File: src/rtl/serial_subtractor_if.sv
// Handshake and operand/result bundle for serial_subtractor.
// The ovf signal exists only when SERIAL_SUBTRACTOR_OVF_EN is defined.
interface serial_subtractor_if #(
  parameter int unsigned WIDTH = 8
);
  logic             start;
  logic [WIDTH-1:0] a;
  logic [WIDTH-1:0] b;
  logic             borrow_in;
  logic             busy;
  logic             done;
  logic [WIDTH-1:0] diff;
  logic             borrow_out;
`ifdef SERIAL_SUBTRACTOR_OVF_EN
  logic             ovf;
`endif

  modport master (
    output start,
    output a,
    output b,
    output borrow_in,
    input  busy,
    input  done,
    input  diff,
    input  borrow_out
`ifdef SERIAL_SUBTRACTOR_OVF_EN
    ,
    input  ovf
`endif
  );

  modport slave (
    input  start,
    input  a,
    input  b,
    input  borrow_in,
    output busy,
    output done,
    output diff,
    output borrow_out
`ifdef SERIAL_SUBTRACTOR_OVF_EN
    ,
    output ovf
`endif
  );
endinterface

File: src/rtl/serial_subtractor.sv
// Bit-serial A - B - borrow_in, LSB first, one bit per clock, start/busy/done handshake.
// Define SERIAL_SUBTRACTOR_OVF_EN to add the signed-overflow flag ovf.
module serial_subtractor #(
  parameter int unsigned WIDTH = 8
) (
  input  logic          clk,
  input  logic          rst,
  serial_subtractor_if.slave bus
);

  localparam int unsigned CntW = $clog2(WIDTH + 1);
  localparam logic [CntW-1:0] CntLast = CntW'(WIDTH - 1);

  typedef enum logic [1:0] {StIdle, StRun, StDone} state_e;

  state_e state_q, state_d;

  logic [WIDTH-1:0] a_q, b_q, res_q, diff_q;
  logic [CntW-1:0]  cnt_q;
  logic             br_q, borrow_out_q;

  logic             accept, last;
  logic             a0, b0, d, br_next;
  logic [WIDTH-1:0] res_next;

`ifdef SERIAL_SUBTRACTOR_OVF_EN
  logic a_msb_q, b_msb_q, ovf_q;
  logic ovf_next;
`endif

  // start is honoured only when no operation is in flight
  assign accept = bus.start && (state_q == StIdle || state_q == StDone);
  assign last   = (state_q == StRun) && (cnt_q == CntLast);

  // Full-subtractor cell
  always_comb begin
    a0      = a_q[0];
    b0      = b_q[0];
    d       = a0 ^ b0 ^ br_q;
    br_next = (~a0 & b0) | (~(a0 ^ b0) & br_q);
    res_next           = res_q >> 1;
    res_next[WIDTH-1]  = d;
  end

`ifdef SERIAL_SUBTRACTOR_OVF_EN
  // d is the result MSB on the last RUN cycle
  assign ovf_next = (a_msb_q ^ b_msb_q) & (a_msb_q ^ d);
`endif

  // State register
  always_ff @(posedge clk) begin
    if (rst) begin
      state_q <= StIdle;
    end else begin
      state_q <= state_d;
    end
  end

  // Next-state logic
  always_comb begin
    state_d = state_q;
    unique case (state_q)
      StIdle:  if (accept) state_d = StRun;
      StRun:   if (last) state_d = StDone;
      StDone:  state_d = accept ? StRun : StIdle;
      default: state_d = StIdle;
    endcase
  end

  // Output logic
  always_comb begin
    bus.busy       = (state_q == StRun);
    bus.done       = (state_q == StDone);
    bus.diff       = diff_q;
    bus.borrow_out = borrow_out_q;
`ifdef SERIAL_SUBTRACTOR_OVF_EN
    bus.ovf        = ovf_q;
`endif
  end

  // Datapath: operand shift registers, borrow flop, counter, result hold
  always_ff @(posedge clk) begin
    if (rst) begin
      a_q          <= '0;
      b_q          <= '0;
      res_q        <= '0;
      diff_q       <= '0;
      cnt_q        <= '0;
      br_q         <= 1'b0;
      borrow_out_q <= 1'b0;
`ifdef SERIAL_SUBTRACTOR_OVF_EN
      a_msb_q      <= 1'b0;
      b_msb_q      <= 1'b0;
      ovf_q        <= 1'b0;
`endif
    end else if (accept) begin
      a_q   <= bus.a;
      b_q   <= bus.b;
      br_q  <= bus.borrow_in;
      res_q <= '0;
      cnt_q <= '0;
`ifdef SERIAL_SUBTRACTOR_OVF_EN
      a_msb_q <= bus.a[WIDTH-1];
      b_msb_q <= bus.b[WIDTH-1];
`endif
    end else if (state_q == StRun) begin
      a_q   <= a_q >> 1;
      b_q   <= b_q >> 1;
      br_q  <= br_next;
      res_q <= res_next;
      cnt_q <= cnt_q + CntW'(1);
      // Publish only the complete result so diff never shows partial bits
      if (last) begin
        diff_q       <= res_next;
        borrow_out_q <= br_next;
`ifdef SERIAL_SUBTRACTOR_OVF_EN
        ovf_q        <= ovf_next;
`endif
      end
    end
  end

endmodule

File: src/flat_wrapper.sv
// flat-port wrapper written by rule: the top's interface ports become plain ports
module serial_subtractor_flat 
#(
  parameter int unsigned WIDTH = 8
)
  (clk, rst, bus_start, bus_a, bus_b, bus_borrow_in, bus_busy, bus_done, bus_diff, bus_borrow_out);
  serial_subtractor_if #(.WIDTH(WIDTH)) bus_i ();
  input  logic clk;
  input  logic rst;
  input wire logic [$bits(bus_i.start)-1:0] bus_start;
  input wire logic [$bits(bus_i.a)-1:0] bus_a;
  input wire logic [$bits(bus_i.b)-1:0] bus_b;
  input wire logic [$bits(bus_i.borrow_in)-1:0] bus_borrow_in;
  output wire logic [$bits(bus_i.busy)-1:0] bus_busy;
  output wire logic [$bits(bus_i.done)-1:0] bus_done;
  output wire logic [$bits(bus_i.diff)-1:0] bus_diff;
  output wire logic [$bits(bus_i.borrow_out)-1:0] bus_borrow_out;
  assign bus_i.start = bus_start;
  assign bus_i.a = bus_a;
  assign bus_i.b = bus_b;
  assign bus_i.borrow_in = bus_borrow_in;
  assign bus_busy = bus_i.busy;
  assign bus_done = bus_i.done;
  assign bus_diff = bus_i.diff;
  assign bus_borrow_out = bus_i.borrow_out;
  serial_subtractor #(.WIDTH(WIDTH)) u_core (.clk(clk), .rst(rst), .bus(bus_i));
endmodule
File: config.mk
export PLATFORM = sky130hd
export DESIGN_NAME = serial_subtractor_flat
export DESIGN_NICKNAME = d
export VERILOG_FILES = /design/src/rtl/serial_subtractor_if.sv /design/src/rtl/serial_subtractor.sv /design/src/flat_wrapper.sv
export SDC_FILE = /design/constraint.sdc
export NUM_CORES = 1
export LEC_CHECK = 0
export ABC_AREA = 1
export BUFFER_PORTS_ARGS = -buffer_cell sky130_fd_sc_hd__buf_2
export CAP_MARGIN = 30
export CORE_MARGIN = 2
export CORE_UTILIZATION = 35
export DETAILED_ROUTE_END_ITERATION = 7
export PLACE_DENSITY = 0.56
export SYNTH_ARGS = -nofsm -noshare
export SYNTH_HDL_FRONTEND = slang
export SYNTH_SLANG_ARGS = --single-unit
File: constraint.sdc
create_clock -name clk -period 2.82 [get_ports clk]
set_clock_uncertainty 0.1 [all_clocks]
set_input_delay 0.564 -clock clk [delete_from_list [all_inputs] [get_ports clk]]
set_output_delay 0.564 -clock clk [all_outputs]
set_load 0.01 [all_outputs]
==> run metrics <==
first-pass GRT wire length=5610 µm; PortBufs=30; number of global-route vias before repair=1235; nets=302; initial antenna violation count=0; Worst Tran Pin Value=499 ps; total global-route track usage=12.9%; syn avg cell area=7.13 µm²; Root Buffer=clkbuf_8; initial core utilization=35.8%; final count of hold timing violations=0; Total Power=1.15 mW; DR vias=1473; Post-Route WL=3330 µm; DRC viols=0; remaining antenna violation count=0; ant diodes=0; Clock Path Buffers=2; post-CTS sizing=0; DIE HEIGHT=75.8 µm; Placed Area=1940 µm²; clock-pin slew on the worst setup and hold paths=70 ps; Clk Latency, worst-skew pair=290 ps; VDD IR-drop max=0.211 mV; Seq cells post-synth=39; # rows=26; synth warn=0; WS Path Type=reg2out; Die Span X=75.8 µm; Netlist cell types=21; pins over their slew limit=0; routed vias/inst=4.20; Seq/Total Area, Yosys=43.3%; max-cap violation count=0; outcome=finished clean; post-layout min period=2170 ps; CTS tree=yes; DRT Pass-1 Iters=3; Hold Path Class=reg2reg; final global-route overflow total=0; # fillers=547; crit-path max FO=22; Pleak=0.983 nW; area added between synthesis and finish=13.1%; Layout Utilization=40.4%; GPL Wtd Cong=0.742; Core Region=5040 µm²; post-CTS setup buffers=0; share of cells above drive strength 1=18.1%; Worst EP required=2160 ps; Crit. End Element=output pin; Final period util=77.1%; setup_tns=0 ps; Iteration-0 DRC Markers=66; Worst EP arrival=1510 ps; post-DR wirelength/cell=9.48 µm; unrepaired setup endpoints after global routing=no; Cell Pwr Density=565 nW/µm²; I/O pins=31; Post-Synthesis Cells=253; mapped cell area=1800 µm²; f_max=460 MHz; Mapped Nets=275; die area=5740 µm²; max_slew headroom=66.7%; post-detail-place hpwl=2250 µm; CTS H-tree lvls=2; TritonCTS Sinks=39; Final Instance Area=2040 µm²; CTS Buf Count=5; CTS Hold Bufs=0; crit path launch type=flop; pin count of the biggest net entering global routing=23; final setup violation count=0
## final timing paths
path	slack, ps	from	end	depth (start not counted)
max	650	u_core.state_q[0]	bus_busy	3
min reg2reg	370	u_core.b_q[7]	u_core.b_q[7]	2
max reg2reg	1220	u_core.state_q[0]	u_core.b_q[1]	7
min	370	u_core.b_q[7]	u_core.b_q[7]	2
## power breakdown
group / switching [mW] / leakage (nW) / internal (mW)
registers: 0.0195 / 0.319 / 0.582
clock network: 0.188 / 0.0515 / 0.223
logic: 0.0896 / 0.613 / 0.0509
## per-layer routing
layer / up-vias / wire length [µm] / track usage, %
met1: 609 / 1730 / 17.5
met2: 30 / 1380 / 19.2
met3: 7 / 153 / 3.57
li1: 827 / - / -
met5: - / 0 / 0
met4: 0 / 65 / 5.26
## registers in the layout, summed over array words and instances (netlist names)
| register | flops |
|---|---|
| u_core.a_q | 8 |
| u_core.b_q | 8 |
| u_core.bus.diff | 8 |
| u_core.res_q | 7 |
| u_core.cnt_q | 4 |
| u_core.state_q | 2 |
| u_core.br_q | 1 |
| u_core.bus.borrow_out | 1 |
## layout by cell type (no fill, tap or decap)
master	n
fa_1	1
clkbuf_1	1
buf_2	30
o21ai_1	5
nand2_2	3
nor2_1	32
inv_1	42
nand3_1	22
inv_2	4
ha_1	1
o21ai_0	17
nand2_1	53
clkbuf_8	7
nor2_4	2
inv_4	1
nand2_4	1
nor2_2	2
dfxtp_1	39
a21oi_1	17
nand2_8	1
## cells in the mapped netlist
library cell	n	area (µm²)
nor2_1	32	120
nand3_1	22	110
buf_6	7	78.8
a21oi_1	17	85.1
nand2_8	1	20.0
o21ai_0	17	85.1
fa_1	1	20.0
inv_1	42	158
inv_2	4	15.0
nand2_4	1	11.3
o21ai_1	5	25.0
nor2_2	2	12.5
nor2_4	2	22.5
nand2_1	53	199
clkbuf_8	1	13.8
nand2_2	3	18.8
buf_2	1	5.00
dfxtp_1	39	781
ha_1	1	12.5
clkbuf_1	1	3.75
inv_4	1	6.26
## stage by stage
stage / instances / setup WS (ps) / hold WS, ps
final: 351 / 646 / 367
after global routing: 351 / 534 / 382
after CTS: 351 / 625 / 367
after detailed placement: 343 / 957 / 357
after global placement: 343 / 999 / 362
after floorplan: 253 / 1440 / 339
## cell type report
type                    instances  area (µm²)  area share, %
repair buffers                 30         150           7.36
inverters                      47         179           8.77
well taps                      70        87.6           4.29
clock buffers                   8         100           4.91
flip-flops and latches         39         781           38.3
multi-input cells             157         742           36.4
## cells by family after synthesis
logic type / Yosys count / synth area share, %
simple gates: 116 / 28.5
flops: 39 / 43.3
compound gates: 39 / 10.8
buf+inv: 57 / 15.5
fa+ha+maj: 2 / 1.80
## critical path, cell delays in order, from the launching register on
cell,delay (ps)
dfxtp_1,640
nand2_8,200
inv_4,210
buf_2,160
(Power assumes the default switching activity.)
